===== src/rtl/imem_if.sv =====
// Instruction-memory request/grant/response bus between the fetch unit and memory.
interface imem_if;
   logic        req;
   logic [31:0] addr;
   logic        gnt;
   logic        rvalid;
   logic [31:0] rdata;

   // Fetch side drives the request; memory answers with grant and read data.
   modport master (
      output req,
      output addr,
      input  gnt,
      input  rvalid,
      input  rdata
   );

   modport slave (
      input  req,
      input  addr,
      output gnt,
      output rvalid,
      output rdata
   );
endinterface


===== src/rtl/inst_fetch.sv =====
// Instruction fetch unit: owns the architectural PC, fetches one instruction at a
// time over the imem handshake, holds it for decode/execute and advances on NextPC.
module inst_fetch #(
   parameter logic [31:0] RESET_PC = 32'h0000_0000
) (
   input  logic         clk,
   input  logic         rst,
   imem_if.master       imem,
   output logic [31:0]  instr,
   output logic [31:0]  pc,
   output logic         instr_valid,
   input  logic [31:0]  next_pc,
   input  logic         next_pc_valid,
   output logic         fault,
   output logic [31:0]  instret
);

   typedef enum logic [2:0] {
      IDLE  = 3'd0,
      REQ   = 3'd1,
      WAIT  = 3'd2,
      HOLD  = 3'd3,
      FAULT = 3'd4
   } state_t;

   state_t      state;
   logic        req_q;
   logic        target_aligned;

   // A target is usable only if it lands on a word boundary.
   assign target_aligned = (next_pc[1:0] == 2'b00);

   // The fetch address is the PC register itself, so it is stable for the whole REQ.
   assign imem.addr = pc;
   assign imem.req  = req_q;

   // Fetch sequencer: state, PC, held instruction, retire count and all
   // state-derived outputs are updated together so every output is a flop.
   always_ff @(posedge clk) begin
      if (!rst) begin
         state       <= IDLE;
         pc          <= RESET_PC;
         instr       <= 32'h0000_0000;
         instret     <= 32'h0000_0000;
         fault       <= 1'b0;
         req_q       <= 1'b0;
         instr_valid <= 1'b0;
      end else begin
         case (state)
            IDLE: begin
               state <= REQ;
               req_q <= 1'b1;
            end

            REQ: begin
               // Hold request and address until memory accepts.
               if (imem.gnt) begin
                  state <= WAIT;
                  req_q <= 1'b0;
               end
            end

            WAIT: begin
               if (imem.rvalid) begin
                  instr       <= imem.rdata;
                  state       <= HOLD;
                  instr_valid <= 1'b1;
               end
            end

            HOLD: begin
               if (next_pc_valid) begin
                  instr_valid <= 1'b0;
                  if (target_aligned) begin
                     pc      <= next_pc;
                     instret <= instret + 32'd1;
                     state   <= REQ;
                     req_q   <= 1'b1;
                  end else begin
                     // Misaligned target: freeze PC and count, wait for reset.
                     fault <= 1'b1;
                     state <= FAULT;
                  end
               end
            end

            FAULT: begin
               state       <= FAULT;
               fault       <= 1'b1;
               req_q       <= 1'b0;
               instr_valid <= 1'b0;
            end

            default: begin
               state       <= IDLE;
               req_q       <= 1'b0;
               instr_valid <= 1'b0;
            end
         endcase
      end
   end

endmodule


===== src/flat_wrapper.sv =====
// flat-port wrapper written by rule: the top's interface ports become plain ports
module inst_fetch_flat 
#(
   parameter logic [31:0] RESET_PC = 32'h0000_0000
)
  (clk, rst, instr, pc, instr_valid, next_pc, next_pc_valid, fault, instret, imem_req, imem_addr, imem_gnt, imem_rvalid, imem_rdata);
  imem_if imem_i ();
  input  logic clk;
  input  logic rst;
  output logic [31:0] instr;
  output logic [31:0] pc;
  output logic instr_valid;
  input  logic [31:0] next_pc;
  input  logic next_pc_valid;
  output logic fault;
  output logic [31:0] instret;
  output wire logic [$bits(imem_i.req)-1:0] imem_req;
  output wire logic [$bits(imem_i.addr)-1:0] imem_addr;
  input wire logic [$bits(imem_i.gnt)-1:0] imem_gnt;
  input wire logic [$bits(imem_i.rvalid)-1:0] imem_rvalid;
  input wire logic [$bits(imem_i.rdata)-1:0] imem_rdata;
  assign imem_req = imem_i.req;
  assign imem_addr = imem_i.addr;
  assign imem_i.gnt = imem_gnt;
  assign imem_i.rvalid = imem_rvalid;
  assign imem_i.rdata = imem_rdata;
  inst_fetch #(.RESET_PC(RESET_PC)) u_core (.clk(clk), .rst(rst), .imem(imem_i), .instr(instr), .pc(pc), .instr_valid(instr_valid), .next_pc(next_pc), .next_pc_valid(next_pc_valid), .fault(fault), .instret(instret));
endmodule

===== config.mk =====
export PLATFORM = sky130hd
export DESIGN_NAME = inst_fetch_flat
export DESIGN_NICKNAME = d
export VERILOG_FILES = /design/src/rtl/imem_if.sv /design/src/rtl/inst_fetch.sv /design/src/flat_wrapper.sv
export SDC_FILE = /design/constraint.sdc
export NUM_CORES = 1
export LEC_CHECK = 0
export ABC_AREA = 1
export CAP_MARGIN = 40
export CORE_MARGIN = 2
export CORE_UTILIZATION = 30
export CTS_CLUSTER_SIZE = 14
export DETAILED_ROUTE_END_ITERATION = 6
export HOLD_SLACK_MARGIN = 0.02
export PLACE_DENSITY = 0.64
export SYNTH_ARGS = -nofsm -noshare
export SYNTH_HDL_FRONTEND = slang
export SYNTH_SLANG_ARGS = --single-unit
export TNS_END_PERCENT = 100

===== constraint.sdc =====
create_clock -name clk -period 4.4 [get_ports clk]
set_input_delay 0.66 -clock clk [delete_from_list [all_inputs] [get_ports clk]]
set_output_delay 0.66 -clock clk [all_outputs]
set_load 0.005 [all_outputs]

==> impl_metrics.toml, run 1 <==
[status]
outcome = "complete, no violations"

[route]
detail_route.vias_per_cell = 4.51
via_count = 4456
routed_wire_length_per_instance_um = 13.0
drt-initial-drc-count = 310
remaining_drc_errors = 0
postRouteAntennaNets = 0
iteration_count_of_the_initial_detailed_routing_pass = 4
routed_wl_mm = 12.8

[setup_path]
endpoint_kind = "register"
timing.critical_path.fanout_max = 42
critical_path_class = "in -> reg"
cpMaxStageDelayCell = "sky130_fd_sc_hd__nor2_8"
cpPeakStageDelay_ns = 0.45
crit_arrival_ns = 2.56
worstSetupStartpointType = "input port"
r2r_slack_ns = 2.54
cp_bufs_invs = 1
timing.critical_path.cells = "clkdlybuf4s50_1, nor2_1, nand2_1, nor2_8, nand2_1, nor2_2, nand4_1, nand2_1, nor2_1"
cp.required_ns = 4.65
critical_path.most_common_cell = "sky130_fd_sc_hd__nand2_1"
path_delay_family = "simple AND/OR/NAND/NOR gates"

[cells_and_area]
area.growth.synth_to_final_pct = 47.2
regArea_um2 = 2040
final-instance-count-excl-fill = 989
final_util = 0.450
finish.net_count = 866
n_antenna_cell = 0
most-common-layout-cells = "sky130_fd_sc_hd__clkdlybuf4s50_1 (198), sky130_fd_sc_hd__nor2_1 (125), sky130_fd_sc_hd__dfxtp_1 (102)"
multi_input_area_um2 = 1930
num-fill-cells = 1519
finish.instance_area_um2 = 6790
final_common_cell = "sky130_fd_sc_hd__clkdlybuf4s50_1"
final_layout_size_suffix_gt1_frac = 0.0474

[place]
port_buffers = 199
cell_count_after_placement = 973
post-place-ws_ns = 1.69
dpl.hpwl_mm = 9.14
place.gp.congestion = 0.832
post_place_instance_area_um2 = 6490

[global_route]
grt_start_max_net_pins = 84
antenna_violations_before_repair = 0
grt_pass1_wl_mm = 20.2
track_usage = 0.155
grt_pass1_vias = 4076
global_route.overflow_total = 0

[timing]
setup_slack_ns = 2.08
skew_ns = 0.00612
measured_slew_at_the_worst_slew_check_pin_ns = 0.769
finish_stage_setup_viols = 0
timing.final.hold_violations = 0
max-slew-margin-rel = 0.488
post-route-period-util = 0.526
final_worst_hold_slack_ns = 0.444
final_max_slew_viol_count = 0
unrepaired_setup_endpoints_after_global_routing = "no"
fin_setup_tns_ns = 0
achievable-frequency_ghz = 0.432
period_minus_slack_ns = 2.32

[die]
placementRows = 45
die_width_um = 128
placeableCoreArea_um2 = 15100
design.die.area_um2 = 16400
initial_utilization = 0.306
dieHeight_um = 128
ios = 200

[clock_tree]
clock_insertion_delay_worst_skew_ns = 0.35
cts-root-buf = "sky130_fd_sc_hd__clkbuf_16"
cts.repair_timing.setup_buffer_count = 0
cts_resized = 0
cts_num_sinks = 102
cts_tree = "done"
clkTransAtPathRegs_ns = 0.07
max-clock-path-buffers = 2
postCtsHoldBufs = 0
cts_buffers = 9
cts_htree_levels = 3

[synthesis]
mapped_avg_cell_area_um2 = 7.19
synth_warnings = 0
synthesis.instances = 641
syn_area_um2 = 4610
synth-seq-cells = 102
ys_seq_area_frac = 0.443
number_of_distinct_library_cell_variants_in_the_gate_level_netlist_after_synthesis = 33
mappedNetlistNets = 711

[power_and_ir_drop]
ir_worst_vdd_mv = 0.184
p_total_mw = 2.33
power.density_cell_area_nw_per_um2 = 344
power.leakage_nw = 2.60

[run]
maxCapViolations = 0

[min_path]
worstHoldPathType = "reg -> reg"
[power breakdown]
| group | leakage (nW) | total, mW | switching (mW) | internal, mW |
|---|---|---|---|---|
| Combinational | 1.62 | 0.456 | 0.196 | 0.261 |
| Sequential | 0.825 | 1.07 | 0.0590 | 1.01 |
| Clock | 0.150 | 0.809 | 0.365 | 0.444 |
| Total | 2.60 | 2.33 | 0.620 | 1.71 |
[state kept, by name, indices dropped and copies added (netlist names)]
register            cells
u_core.fault            1
u_core.imem.addr       32
u_core.imem.req         1
u_core.instr           32
u_core.instr_valid      1
u_core.instret         32
u_core.state            3
[worst register-to-register path, stage by stage (launching register included)]
cell,delay [ns]
sky130_fd_sc_hd__dfxtp_1,0.51
sky130_fd_sc_hd__nand3_4,0.16
sky130_fd_sc_hd__nor2_8,0.47
sky130_fd_sc_hd__nand2_1,0.22
sky130_fd_sc_hd__nor2_2,0.19
sky130_fd_sc_hd__nand4_1,0.10
sky130_fd_sc_hd__nand2_1,0.07
sky130_fd_sc_hd__nor2_1,0.05
[metal layers]
layer	global-route usage	vias up	wire length [µm]
li1	-	2307	-
met1	0.205	1986	6010
met2	0.250	151	5700
met3	0.0351	12	926
met4	0.0537	0	180
met5	0	-	0
[synth_stat cells]
cell type	count	area, µm²
sky130_fd_sc_hd__nor2_1	125	469
sky130_fd_sc_hd__dfxtp_1	102	2040
sky130_fd_sc_hd__nand2_1	87	327
sky130_fd_sc_hd__o21ai_0	75	375
sky130_fd_sc_hd__inv_1	71	267
sky130_fd_sc_hd__a21oi_1	49	245
sky130_fd_sc_hd__buf_4	33	248
sky130_fd_sc_hd__nand3_1	23	115
sky130_fd_sc_hd__buf_2	11	55.1
sky130_fd_sc_hd__clkbuf_1	11	41.3
sky130_fd_sc_hd__nand4_1	8	50.1
sky130_fd_sc_hd__nor3_1	8	40.0
sky130_fd_sc_hd__nor2_2	4	25.0
sky130_fd_sc_hd__xnor2_1	4	35.0
sky130_fd_sc_hd__nor2_8	3	60.1
sky130_fd_sc_hd__a31oi_1	2	12.5
sky130_fd_sc_hd__and2_1	2	12.5
sky130_fd_sc_hd__clkinv_1	2	7.51
sky130_fd_sc_hd__inv_2	2	7.51
sky130_fd_sc_hd__nand2_2	2	12.5
sky130_fd_sc_hd__nand2_4	2	22.5
sky130_fd_sc_hd__nor2_4	2	22.5
sky130_fd_sc_hd__o21ai_1	2	10.0
sky130_fd_sc_hd__xor2_1	2	17.5
sky130_fd_sc_hd__buf_1	1	3.75
sky130_fd_sc_hd__buf_6	1	11.3
sky130_fd_sc_hd__ha_1	1	12.5
sky130_fd_sc_hd__nand3_2	1	10.0
sky130_fd_sc_hd__nand3_4	1	17.5
sky130_fd_sc_hd__nand3b_1	1	7.51
sky130_fd_sc_hd__nor3_2	1	10.0
sky130_fd_sc_hd__o21bai_1	1	7.51
sky130_fd_sc_hd__o21bai_2	1	11.3
[path summary, 6_finish.rpt]
check                                 from                               to  cells after the start
min          u_core.instr[18]$_SDFFE_PN0P_    u_core.instr[18]$_SDFFE_PN0P_                      2
min reg2reg  u_core.instr[18]$_SDFFE_PN0P_    u_core.instr[18]$_SDFFE_PN0P_                      2
max reg2reg   u_core.state[1]$_SDFFE_PN0P_  u_core.instret[31]$_SDFFE_PN0P_                      7
max                             next_pc[0]  u_core.instret[31]$_SDFFE_PN0P_                      9
[area by class of cell]
type / count / share of cell area
clock buffers: 9 / 0.0332
clock inverters: 7 / 0.0105
inverters: 75 / 0.0415
multi-input cells: 407 / 0.284
flip-flops and latches: 102 / 0.301
well taps: 188 / 0.0347
repair buffers: 201 / 0.295
[kinds of logic after synthesis]
family,count (synthesis),synth area share
AO/OA/AOI/OAI,130,0.144
buffers and inverters,132,0.139
AND/OR/NAND/NOR,270,0.261
XOR/XNOR,6,0.0114
flip-flops,102,0.443
adder cells (fa/ha/maj),1,0.00271
No activity file was read; power rests on OpenSTA's default activity.
==> run 2, diff against run 1 <==
Settings changed: PLACE_DENSITY 0.64 to 0.67.
Clock period 4.4 ns to 1.91 ns, I/O delays scaled along.
==> run 2 against run 1 <==
Effect of this change:
- register-to-register slack worse by 2.2 ns
- final cell count is 1.8% higher
- non-clock buffer count is 18 higher
- setup slack worse by 1.9 ns
- core utilization is 1.1 points higher
- combinational power grew to 2.6 times the previous value
- wire length is 1.3% lower
- first-iteration DRC count is 25% lower
- clock power is 120% higher
- clock skew hardly changed
- count of clock-buffer cells in the layout is 2 higher
- critical path type is now reg -> out
==> impl_metrics.toml, run 2 (same netlist as run 1, synthesis figures left out) <==
[cells_and_area]
area.growth.synth_to_final_pct = 50.7
n_antenna_cell = 0
final_common_cell = "sky130_fd_sc_hd__clkdlybuf4s50_1"
final_layout_size_suffix_gt1_frac = 0.0672
num-fill-cells = 1527
finish.net_count = 884
most-common-layout-cells = "sky130_fd_sc_hd__clkdlybuf4s50_1 (198), sky130_fd_sc_hd__nor2_1 (125), sky130_fd_sc_hd__dfxtp_1 (102)"

[setup_path]
cp_bufs_invs = 1
timing.critical_path.fanout_max = 7
path_delay_family = "buffers and inverters"
cpMaxStageDelayCell = "sky130_fd_sc_hd__clkdlybuf4s50_1"
cpPeakStageDelay_ns = 0.57
r2r_slack_ns = 0.33
crit_arrival_ns = 1.39
crit-reg2reg-launch = "u_core.instret[0]$_SDFFE_PN0P_"
endpoint_kind = "output port"
critical_path_class = "reg -> out"
reg2reg_to = "u_core.instret[30]$_SDFFE_PN0P_"
worstRegToRegCells = 8
timing.critical_path.cells = "clkdlybuf4s50_1"
cp.required_ns = 1.62
worstSetupStartpointType = "register"

[timing]
finish_stage_setup_viols = 0
measured_slew_at_the_worst_slew_check_pin_ns = 0.407
unrepaired_setup_endpoints_after_global_routing = "no"
achievable-frequency_ghz = 0.595
fin_setup_tns_ns = 0
setup_slack_ns = 0.229
timing.final.hold_violations = 0
max-slew-margin-rel = 0.729
skew_ns = 0.00570
final_max_slew_viol_count = 0
period_minus_slack_ns = 1.68
post-route-period-util = 0.880

[clock_tree]
cts_tree = "done"
max-clock-path-buffers = 2
cts_htree_levels = 3
clkTransAtPathRegs_ns = 0.07
cts_buffers = 9
cts_num_sinks = 102
clock_insertion_delay_worst_skew_ns = 0.35
cts-root-buf = "sky130_fd_sc_hd__clkbuf_16"
postCtsHoldBufs = 0
cts_resized = 0
cts.repair_timing.setup_buffer_count = 0

[global_route]
global_route.overflow_total = 0
grt_pass1_wl_mm = 19.9
grt_pass1_vias = 4019
antenna_violations_before_repair = 0
grt_start_max_net_pins = 42
track_usage = 0.153

[power_and_ir_drop]
ir_worst_vdd_mv = 0.394
power.density_cell_area_nw_per_um2 = 772
power.leakage_nw = 2.69

[min_path]
worst_hold_stages = 4
startpoint_of_the_lowest_slack_hold_path = "rst"
worstHoldPathType = "in -> reg"
hold_path_end = "u_core.instr[10]$_SDFFE_PN0P_"

[place]
post-place-ws_ns = 0.0371
place.gp.congestion = 0.858
port_buffers = 199
dpl.hpwl_mm = 9.42

[die]
initial_utilization = 0.306
placeableCoreArea_um2 = 15100
design.die.area_um2 = 16400
placementRows = 45
dieHeight_um = 128
die_width_um = 128
ios = 200

[route]
via_count = 4512
iteration_count_of_the_initial_detailed_routing_pass = 4
detail_route.vias_per_cell = 4.48
drt-initial-drc-count = 232
routed_wire_length_per_instance_um = 12.6
routed_wl_mm = 12.6
postRouteAntennaNets = 0
remaining_drc_errors = 0

[run]
maxCapViolations = 0

[status]
outcome = "complete, no violations"
-- run 2: cell count changes in the layout (fill, tap and decap cells not counted), sizes merged --
cell      before  now
buf            3   21
clkbuf         9   11
bufinv         1    0
clkinvlp       0    2
inv           75   74
clkinv         6    4
-- run 2: routing by layer --
metal	share of wire	track usage	vias to the layer above
met3	0.067	0.0338	15
met5	0	0	-
met2	0.44	0.238	144
li1	-	-	2356
met4	0.018	0.0653	0
met1	0.48	0.203	1997
-- run 2: worst register-to-register path, stage by stage (launching register included) --
cell	delay (ns)
sky130_fd_sc_hd__dfxtp_1	0.40
sky130_fd_sc_hd__ha_1	0.25
sky130_fd_sc_hd__inv_1	0.08
sky130_fd_sc_hd__nor3_2	0.24
sky130_fd_sc_hd__nand2_4	0.12
sky130_fd_sc_hd__nor2_8	0.16
sky130_fd_sc_hd__nand3_1	0.10
sky130_fd_sc_hd__nand2_1	0.09
sky130_fd_sc_hd__nor2_1	0.04
-- run 2: final cells by class --
type                            count  area (µm²)  area share
Clock buffer                       11         243      0.0349
Clock inverter                      5        33.8     0.00486
Inverter                           75         282      0.0405
Multi-Input combinational cell    407        1930       0.277
Sequential cell                   102        2040       0.294
Tap cell                          188         235      0.0338
Timing Repair Buffer              219        2190       0.315
-- run 2: through the flow --
step / hold slack [ns] / cells / util / total power, mW / instance area, µm²
2_1_floorplan: 0.421 / 641 / - / 2.99 / 4610
3_3_place_gp: 0.430 / 991 / 0.442 / 3.67 / 6670
3_5_place_dp: 0.434 / 991 / 0.442 / 3.68 / 6670
4_1_cts: 0.417 / 1007 / 0.461 / 5.45 / 6950
5_1_grt: 0.450 / 1007 / 0.461 / 5.67 / 6950
6_report: 0.439 / 1007 / 0.461 / 5.36 / 6950
-- run 2: how the worst max path moves through the flow --
| stage | start | end | slack (ns) | cells past startpoint |
|---|---|---|---|---|
| finish | u_core.instret[21]$_SDFFE_PN0P_ | instret[21] | 0.23 | 1 |
| global route | u_core.instret[0]$_SDFFE_PN0P_ | u_core.instret[30]$_SDFFE_PN0P_ | 0.13 | 8 |
| CTS | u_core.instret[21]$_SDFFE_PN0P_ | instret[21] | 0.22 | 1 |
| detailed placement | next_pc[1] | u_core.imem.addr[22]$_SDFFE_PN0P_ | 0.04 | 8 |
| global placement | next_pc[0] | u_core.instret[23]$_SDFFE_PN0P_ | 0.1 | 10 |
| floorplan | u_core.instret[0]$_SDFFE_PN0P_ | u_core.instret[8]$_SDFFE_PN0P_ | 0.50 | 8 |
-- run 2: report_power, final --
part,switching [mW],internal [mW],total [mW]
clock,0.819,0.921,1.74
combinational,0.486,0.692,1.18
sequential,0.120,2.33,2.45
total,1.43,3.94,5.36
